## config.mk

```make
export PLATFORM = sky130hd
export DESIGN_NAME = i2c_sniffer
export DESIGN_NICKNAME = d
export VERILOG_FILES = /design/src/rtl/i2c_sniffer.sv
export SDC_FILE = /design/constraint.sdc
export NUM_CORES = 1
export LEC_CHECK = 0
export ABC_AREA = 1
export CORE_MARGIN = 5
export CORE_UTILIZATION = 64
export DETAILED_ROUTE_END_ITERATION = 10
export MAX_ROUTING_LAYER = met4
export PLACE_DENSITY = 0.9
export SETUP_SLACK_MARGIN = 0.15
export SLEW_MARGIN = 5
export SYNTH_ARGS = -nofsm -noshare
export SYNTH_HDL_FRONTEND = slang
export SYNTH_SLANG_ARGS = --single-unit
```

## constraint.sdc

```tcl
create_clock -name clk -period 5 [get_ports clk]
set_input_delay 1.5 -clock clk [delete_from_list [all_inputs] [get_ports clk]]
set_output_delay 1.5 -clock clk [all_outputs]
set_load 0.005 [all_outputs]
```

## src/rtl/i2c_sniffer.sv

```systemverilog
// i2c_sniffer: passive I2C decoder (START/STOP/byte/ACK) with event FIFO.
// Optional glitch filter: define I2C_SNIFFER_GLITCH_FILTER_EN.
module i2c_sniffer #(
  parameter int FIFO_AW    = 3,
  parameter int FILTER_LEN = 4
) (
  input  logic               clk,
  input  logic               rst,
  input  logic               scl_i,
  input  logic               sda_i,
  output logic               out_valid,
  input  logic               out_ready,
  output logic [1:0]         out_kind,
  output logic [7:0]         out_data,
  output logic               out_ack,
  output logic [FIFO_AW:0]   level,
  output logic               overrun,
  input  logic               clr_overrun
);

  localparam int DEPTH = 1 << FIFO_AW;
  localparam logic [FIFO_AW:0] FULL_LVL = {1'b1, {FIFO_AW{1'b0}}};
  localparam logic [1:0] K_START = 2'b01;
  localparam logic [1:0] K_STOP  = 2'b10;
  localparam logic [1:0] K_BYTE  = 2'b11;

  typedef enum logic [1:0] {
    IDLE = 2'd0,
    DATA = 2'd1,
    ACK  = 2'd2
  } state_t;

  logic scl_s1, scl_s2, sda_s1, sda_s2;
  logic scl_f, sda_f, scl_p, sda_p;
  logic armed;
  logic [1:0] settle;
  logic start_c, stop_c, bit_c;

  state_t state, state_n;
  logic [2:0] bitcnt, bitcnt_n;
  logic [7:0] shift, shift_n;
  logic push;
  logic [10:0] push_ent;

  logic [10:0] mem [DEPTH];
  logic [FIFO_AW-1:0] wr_ptr, rd_ptr;
  logic [FIFO_AW:0] count;
  logic full, pop, wr_en, drop;
  logic [10:0] head;

  // two-flop synchronizers, idle-high
  always_ff @(posedge clk or posedge rst) begin
    if (rst) begin
      scl_s1 <= 1'b1;
      scl_s2 <= 1'b1;
      sda_s1 <= 1'b1;
      sda_s2 <= 1'b1;
    end else begin
      scl_s1 <= scl_i;
      scl_s2 <= scl_s1;
      sda_s1 <= sda_i;
      sda_s2 <= sda_s1;
    end
  end

`ifdef I2C_SNIFFER_GLITCH_FILTER_EN
  localparam logic [3:0] FL_LAST = 4'(FILTER_LEN - 1);
  logic [3:0] scl_cnt, sda_cnt;

  // filtered line follows only after FILTER_LEN differing samples
  always_ff @(posedge clk or posedge rst) begin
    if (rst) begin
      scl_f   <= 1'b1;
      sda_f   <= 1'b1;
      scl_cnt <= '0;
      sda_cnt <= '0;
    end else begin
      if (scl_s2 == scl_f) begin
        scl_cnt <= '0;
      end else if (scl_cnt == FL_LAST) begin
        scl_f   <= scl_s2;
        scl_cnt <= '0;
      end else begin
        scl_cnt <= scl_cnt + 4'd1;
      end
      if (sda_s2 == sda_f) begin
        sda_cnt <= '0;
      end else if (sda_cnt == FL_LAST) begin
        sda_f   <= sda_s2;
        sda_cnt <= '0;
      end else begin
        sda_cnt <= sda_cnt + 4'd1;
      end
    end
  end
`else
  logic unused_filter_len;
  assign unused_filter_len = ^FILTER_LEN;
  assign scl_f = scl_s2;
  assign sda_f = sda_s2;
`endif

  // previous levels and bus arming; the synchronizer reset value
  // is not a real observation, so arming waits for live samples
  always_ff @(posedge clk or posedge rst) begin
    if (rst) begin
      scl_p  <= 1'b1;
      sda_p  <= 1'b1;
      armed  <= 1'b0;
      settle <= 2'd0;
    end else begin
      scl_p <= scl_f;
      sda_p <= sda_f;
      if (settle != 2'd2)
        settle <= settle + 2'd1;
      if (settle == 2'd2 && scl_f && sda_f && scl_s2 && sda_s2)
        armed <= 1'b1;
    end
  end

  assign start_c = armed & scl_p & scl_f & sda_p & ~sda_f;
  assign stop_c  = armed & scl_p & scl_f & ~sda_p & sda_f;
  assign bit_c   = ~scl_p & scl_f;

  // decoder state register
  always_ff @(posedge clk or posedge rst) begin
    if (rst) begin
      state  <= IDLE;
      bitcnt <= 3'd0;
      shift  <= 8'd0;
    end else begin
      state  <= state_n;
      bitcnt <= bitcnt_n;
      shift  <= shift_n;
    end
  end

  // decoder next state and event generation
  always_comb begin
    state_n  = state;
    bitcnt_n = bitcnt;
    shift_n  = shift;
    push     = 1'b0;
    push_ent = 11'd0;
    if (!armed) begin
      state_n = IDLE;
    end else if (start_c) begin
      push     = 1'b1;
      push_ent = {K_START, 8'd0, 1'b0};
      state_n  = DATA;
      bitcnt_n = 3'd0;
      shift_n  = 8'd0;
    end else if (stop_c) begin
      push     = 1'b1;
      push_ent = {K_STOP, 8'd0, 1'b0};
      state_n  = IDLE;
    end else if (bit_c) begin
      unique case (state)
        IDLE: state_n = IDLE;
        DATA: begin
          shift_n  = {shift[6:0], sda_f};
          bitcnt_n = bitcnt + 3'd1;
          if (bitcnt == 3'd7)
            state_n = ACK;
        end
        ACK: begin
          push     = 1'b1;
          push_ent = {K_BYTE, shift, ~sda_f};
          state_n  = DATA;
          bitcnt_n = 3'd0;
        end
        default: state_n = IDLE;
      endcase
    end
  end

  assign full  = (count == FULL_LVL);
  assign pop   = out_valid & out_ready;
  assign wr_en = push & (~full | pop);
  assign drop  = push & full & ~pop;

  // event storage
  always_ff @(posedge clk) begin
    if (wr_en)
      mem[wr_ptr] <= push_ent;
  end

  // FIFO pointers, occupancy and sticky overrun
  always_ff @(posedge clk or posedge rst) begin
    if (rst) begin
      wr_ptr  <= '0;
      rd_ptr  <= '0;
      count   <= '0;
      overrun <= 1'b0;
    end else begin
      if (wr_en)
        wr_ptr <= wr_ptr + 1'b1;
      if (pop)
        rd_ptr <= rd_ptr + 1'b1;
      case ({wr_en, pop})
        2'b10:   count <= count + 1'b1;
        2'b01:   count <= count - 1'b1;
        default: count <= count;
      endcase
      if (drop)
        overrun <= 1'b1;
      else if (clr_overrun)
        overrun <= 1'b0;
    end
  end

  assign head      = mem[rd_ptr];
  assign out_valid = (count != '0);
  assign out_kind  = out_valid ? head[10:9] : 2'b00;
  assign out_data  = out_valid ? head[8:1] : 8'd0;
  assign out_ack   = out_valid ? head[0] : 1'b0;
  assign level     = count;

endmodule

```

=== Word-level counts from Yosys, hierarchy flattened ===
Memories as Yosys holds them, arrays and structs flattened.
Cells that the tools add are included.

* Bitwise logic cells: 17
* Reduce and logical (&&, ||, !) cells: 13
* Add/sub/neg operators: 6
* Eq/ne operators: 11
* Muxes and demuxes: 32

{| class="wikitable"
|+ Operators with widths
! cell !! count
|-
| two-way mux 11 bit || 5
|-
| two-way mux 8 bit || 5
|-
| two-way mux 2 bit || 6
|-
| AND 1 bit || 11
|-
| two-way mux 1 bit || 10
|-
| adder 3 x 1 -> 3 bit (second input constant) || 3
|-
| two-way mux 3 bit || 3
|-
| one-hot mux 4 bit (2 select lines) || 1
|-
| AND reduction 4 bit || 2
|-
| nonzero test 2 bit || 4
|-
| equality test 2 bit (second input constant) || 3
|-
| one-hot mux 3 bit (2 select lines) || 1
|-
| != test 5 bit (second input constant) || 1
|-
| NOT 1 bit || 5
|-
| adder 4 x 1 -> 4 bit (second input constant) || 1
|-
| equality test 2 x 1 -> 1 bit (second input constant) || 2
|-
| equality test 4 bit (second input constant) || 1
|-
| logical AND 1 bit || 4
|-
| != test 2 bit (second input constant) || 2
|-
| != test 4 x 1 -> 1 bit (second input constant) || 1
|-
| one-hot mux 2 bit (2 select lines) || 1
|-
| nonzero test 4 bit || 1
|-
| subtractor 4 x 1 -> 4 bit (second input constant) || 1
|-
| equality test 3 bit (second input constant) || 1
|-
| other kinds (4) || 4
|}

* Flip-flop bits (word level): 33
* Output and inout port bits: 17
* Memories kept: 1
* Bits of input ports: 6
* Word-level logic and storage cells: 95
* Bits in writable memories: 88

{| class="wikitable"
|+ Memories
! memory !! depth !! width !! read ports !! clocked after Yosys merged registers in !! wr ports !! RTL line !! source
|-
| mem || 8 || 11 || 1 || 0 || 1 || 45 || <nowiki>logic [10:0] mem [DEPTH];</nowiki>
|}

=== Longest topological paths before layout ===
* Depth in word-level cells: 10
* Mapped depth: 17

=== Worst setup path after synthesis ===
OpenSTA, ideal clock, no wires.

* Kind: input to register
* Start point: input port out_ready
* End point: memory mem[1][0] (enable)
* Path buffers: 0
* Data required time: 4.622 ns
* Stages: 6
* Data arrival time: 2.402 ns
* Slack: 2.220 ns
* Cells stage by stage: nand2_4 nand4_2 nand2_4 inv_4 nand2_1 nor2_1

* Word-level cells in the longest chain between the ends: 5

{| class="wikitable"
|+ Ends and longest elaborated chain
! what !! RTL line !! source
|-
| start: declaration || 12 || <nowiki>input logic out_ready,</nowiki>
|-
| AND 1 bit || 178 || <nowiki>assign pop = out_valid & out_ready;</nowiki>
|-
| bitwise OR 1 bit || 179 || <nowiki>assign wr_en = push & (~full | pop);</nowiki>
|-
| AND 1 bit || 179 ||
|-
| two-way mux 1 bit || 184 || <nowiki>if (wr_en)</nowiki>
|-
| two-way mux 1 bit (implied by the code) || 185 || <nowiki>mem[wr_ptr] <= push_ent;</nowiki>
|-
| end: declaration || 45 ||
|}

Every way passes these cells.

=== Worst setup path after layout ===
* Start point: register rd_ptr[0]
* End point: output port out_data[4]

* Word-level cells in the longest chain between the ends: 2

{| class="wikitable"
|+ Ends and longest elaborated chain
! what !! RTL line !! source
|-
| start: declaration || 46 || <nowiki>logic [FIFO_AW-1:0] wr_ptr, rd_ptr;</nowiki>
|-
| start signal: assignment || 199 || <nowiki>rd_ptr <= rd_ptr + 1'b1;</nowiki>
|-
| memory read (8 x 11 bit) || -- ||
|-
| two-way mux 8 bit || 215 || <nowiki>assign out_data = out_valid ? head[8:1] : 8'd0;</nowiki>
|-
| end: declaration || 14 || <nowiki>output logic [7:0] out_data,</nowiki>
|}

Every way passes these cells.

==> results.yml <==
sta:
  finalCriticalPeriod_ns: 4.58
  setup_viol: 0
  fin_crit_sh_pct: 91.5
  timing.setup.tns_ns: 0
  setup_ws_ns: 0.424
  rsz0062_at_grt: "no"
  fmax_mhz: 219
  fin_skew_ns: 0.00751
  slew_violations: 0
  finalHoldViolCount: 0
  max_slew_margin_pct: 33.9
  tightest_slew_ns: 0.984
floorplan:
  die_w_um: 99.5
  coreArea_um2: 7770
  die_area_um2: 9900
  ios: 23
  fp.dieH_um: 99.5
  row_count: 32
  start_util_pct: 66.0
worst_setup_path:
  crit_top_cell: "o21ai_0"
  crit_path_top_delay_cell: "clkinv_1"
  end_kind: "output pin"
  worstPathCellList: "clkinv_1 -> buf_4 -> o21ai_0 -> o22ai_1 -> o21ai_0 -> a31oi_1 -> clkdlybuf4s50_1"
  crit_path_max_incr_delay_ns: 0.61
  cp_num_buf_inv: 3
  worstPathMaxFanout: 29
  startpoint_type: "flop"
  cp_top_family: "buffers and inverters"
  crit_type: "reg2out"
  worstPathArrival_ns: 3.08
  critPathRequiredTime_ns: 3.50
clock_network:
  numClockSinks: 121
  cts_resized: 0
  cts_tree: "yes"
  root_buffer: "clkbuf_8"
  cts_buffers: 17
  insertion_delay_ns: 0.52
  hold_buffers: 0
  path_clk_slew_ns: 0.06
  cts_max_path_buffers: 2
  htree_levels: 4
  post_cts_buffers: 0
grt:
  grt_pass1_wl_mm: 19.9
  grt_pass1_vias: 3730
  overflow: 0
  track_usage_pct: 27.8
  antenna_found_initial: 0
  grt_max_degree: 46
drt:
  wl_per_cell_um: 20.9
  drt-initial-drc-count: 391
  routed_wl_mm: 12.4
  vias: 3687
  viasPerCell: 6.24
  detail-route-antenna-nets: 0
  first_pass_iters: 5
  drc: 0
finish:
  drive_gt1_share_pct: 15.1
  nets: 488
  utilization_pct: 77.8
  synthToLayoutAreaGrowth_pct: 17.9
  design_area_um2: 6050
  antenna_cells: 0
place:
  dp_hpwl_mm: 6.90
  place_ws_ns: 1.12
  numPortBuffers: 22
  dpl_cell_area_um2: 5460
  gp_congestion: 0.820
worst_hold_path:
  hp-class: "reg2reg"
yosys:
  yosysTopAreaCell: "edfxtp_1"
  synth.area.top_cells: "edfxtp_1 (52%), dfrtp_1 (13%), o21ai_0 (6.1%)"
  syn_area_um2: 5130
  yosysUniqueCellTypes: 36
  yosysWarningCount: 0
  syn_nets: 457
  synthCells: 445
  synth.avg_cell_area_um2: 11.5
  ys_ff_latch: 121
  yosys.area.top_type_share_pct: 51.5
  yosysSeqAreaShare_pct: 67.8
power:
  p_leak_nw: 2.35
  power-per-cell-area_nw_per_um2: 610
  peakVddDrop_v: 0.000318
run:
  drv_cap: 0
status:
  status: "finished clean"
[path summary, 6_finish.rpt]
kind / slack, ns / startpoint / end / depth (start not counted)
min in group asynchronous: 1.43 / rst / level[0] / 2
worst min-delay path: 0.35 / sda_s1 / sda_f / 0
worst min register to register: 0.35 / sda_s1 / sda_f / 0
worst max register to register: 2.30 / scl_f / mem[7][4] / 11
max in group asynchronous: 2.88 / rst / state[1] / 3
worst max-delay path: 0.42 / rd_ptr[0] / out_data[4] / 7
[report_power, final]
part	switching, mW	internal, mW
clock network	0.448	0.761
logic	0.732	0.468
registers	0.0842	1.19
[final cells by class]
| cell class | instances | area [um^2] |
|---|---|---|
| clock buffers | 18 | 418 |
| multi-input cells | 274 | 1450 |
| fillers | 377 | 1720 |
| well taps | 102 | 128 |
| flip-flops and latches | 121 | 3480 |
| repair buffers | 30 | 280 |
| clock inverters | 14 | 171 |
| inverters | 32 | 128 |
[state kept, by name, summed over array words and instances, names as in the netlist, 2 cells and up]
signal  count
shift       8
bitcnt      3
rd_ptr      3
wr_ptr      3
level       4
settle      2
mem        88
state       2
[logic make-up (layout without fill, tap and decap cells)]
kind of cell	count (synthesis)	after routing	synth area share, %
adders and majority gates	6	6	1.46
AOI/OAI and AO/OA	98	98	10.8
DFF	121	121	67.8
buffers and inverters	50	94	4.05
xor gates and xnor gates	5	5	1.00
and+or+nand+nor	165	165	14.9
[metrics by stage]
step | total power, mW | hold slack [ns] | instances
after floorplan | 1.98 | 0.345 | 445
after global placement | 2.34 | 0.346 | 559
after detailed placement | 2.42 | 0.348 | 559
after CTS | 3.67 | 0.349 | 591
after global routing | 3.86 | 0.351 | 591
final | 3.69 | 0.346 | 591
[cell usage after synthesis]
library cell  number
a21oi_2            1
a31oi_1           11
buf_2              4
buf_6              1
clkbuf_1          13
clkinv_1           1
dfrtp_1           27
dfstp_2            6
edfxtp_1          88
ha_1               6
inv_1             25
inv_2              3
inv_4              3
nand2_1           44
nand2_2            3
nand2_4            6
nand3_1           14
nand3_2            1
nand3_4            1
nand3b_1           1
nand4_1            2
nand4_2            1
nor2_1            80
nor2_2             5
nor2_4             2
nor3_1             4
o211ai_4           1
o21ai_0           62
o21ai_1            8
o22ai_1           12
o2bb2ai_2          1
o31ai_1            2
or2_4              1
xnor2_1            1
xor2_1             3
xor2_2             1
[routing by layer]
metal  GRT usage [%]  share of wire (%)  wire, um  vias up
li1                -                  -         -     1620
met1            33.3                 36      4510     1785
met4            11.7                2.8       347        0
met3            6.73                9.0      1110       41
met2            45.2                 52      6380      241
met5               -                  0         0        -
[cells in the final DEF, fill, tap and decap left out, types with 4 or more instances in the layout]
cell type        count
dfrtp_1             27
nor2_1              80
nor3_1               4
nand2_4              6
edfxtp_1            88
a31oi_1             11
inv_1               25
nand2_1             44
nand3_1             14
dfstp_2              6
o21ai_1              8
clkdlybuf4s50_1     22
ha_1                 6
o22ai_1             12
buf_4                8
o21ai_0             62
clkbuf_16           16
nor2_2               5
No activity file was read; power rests on OpenSTA's default activity.
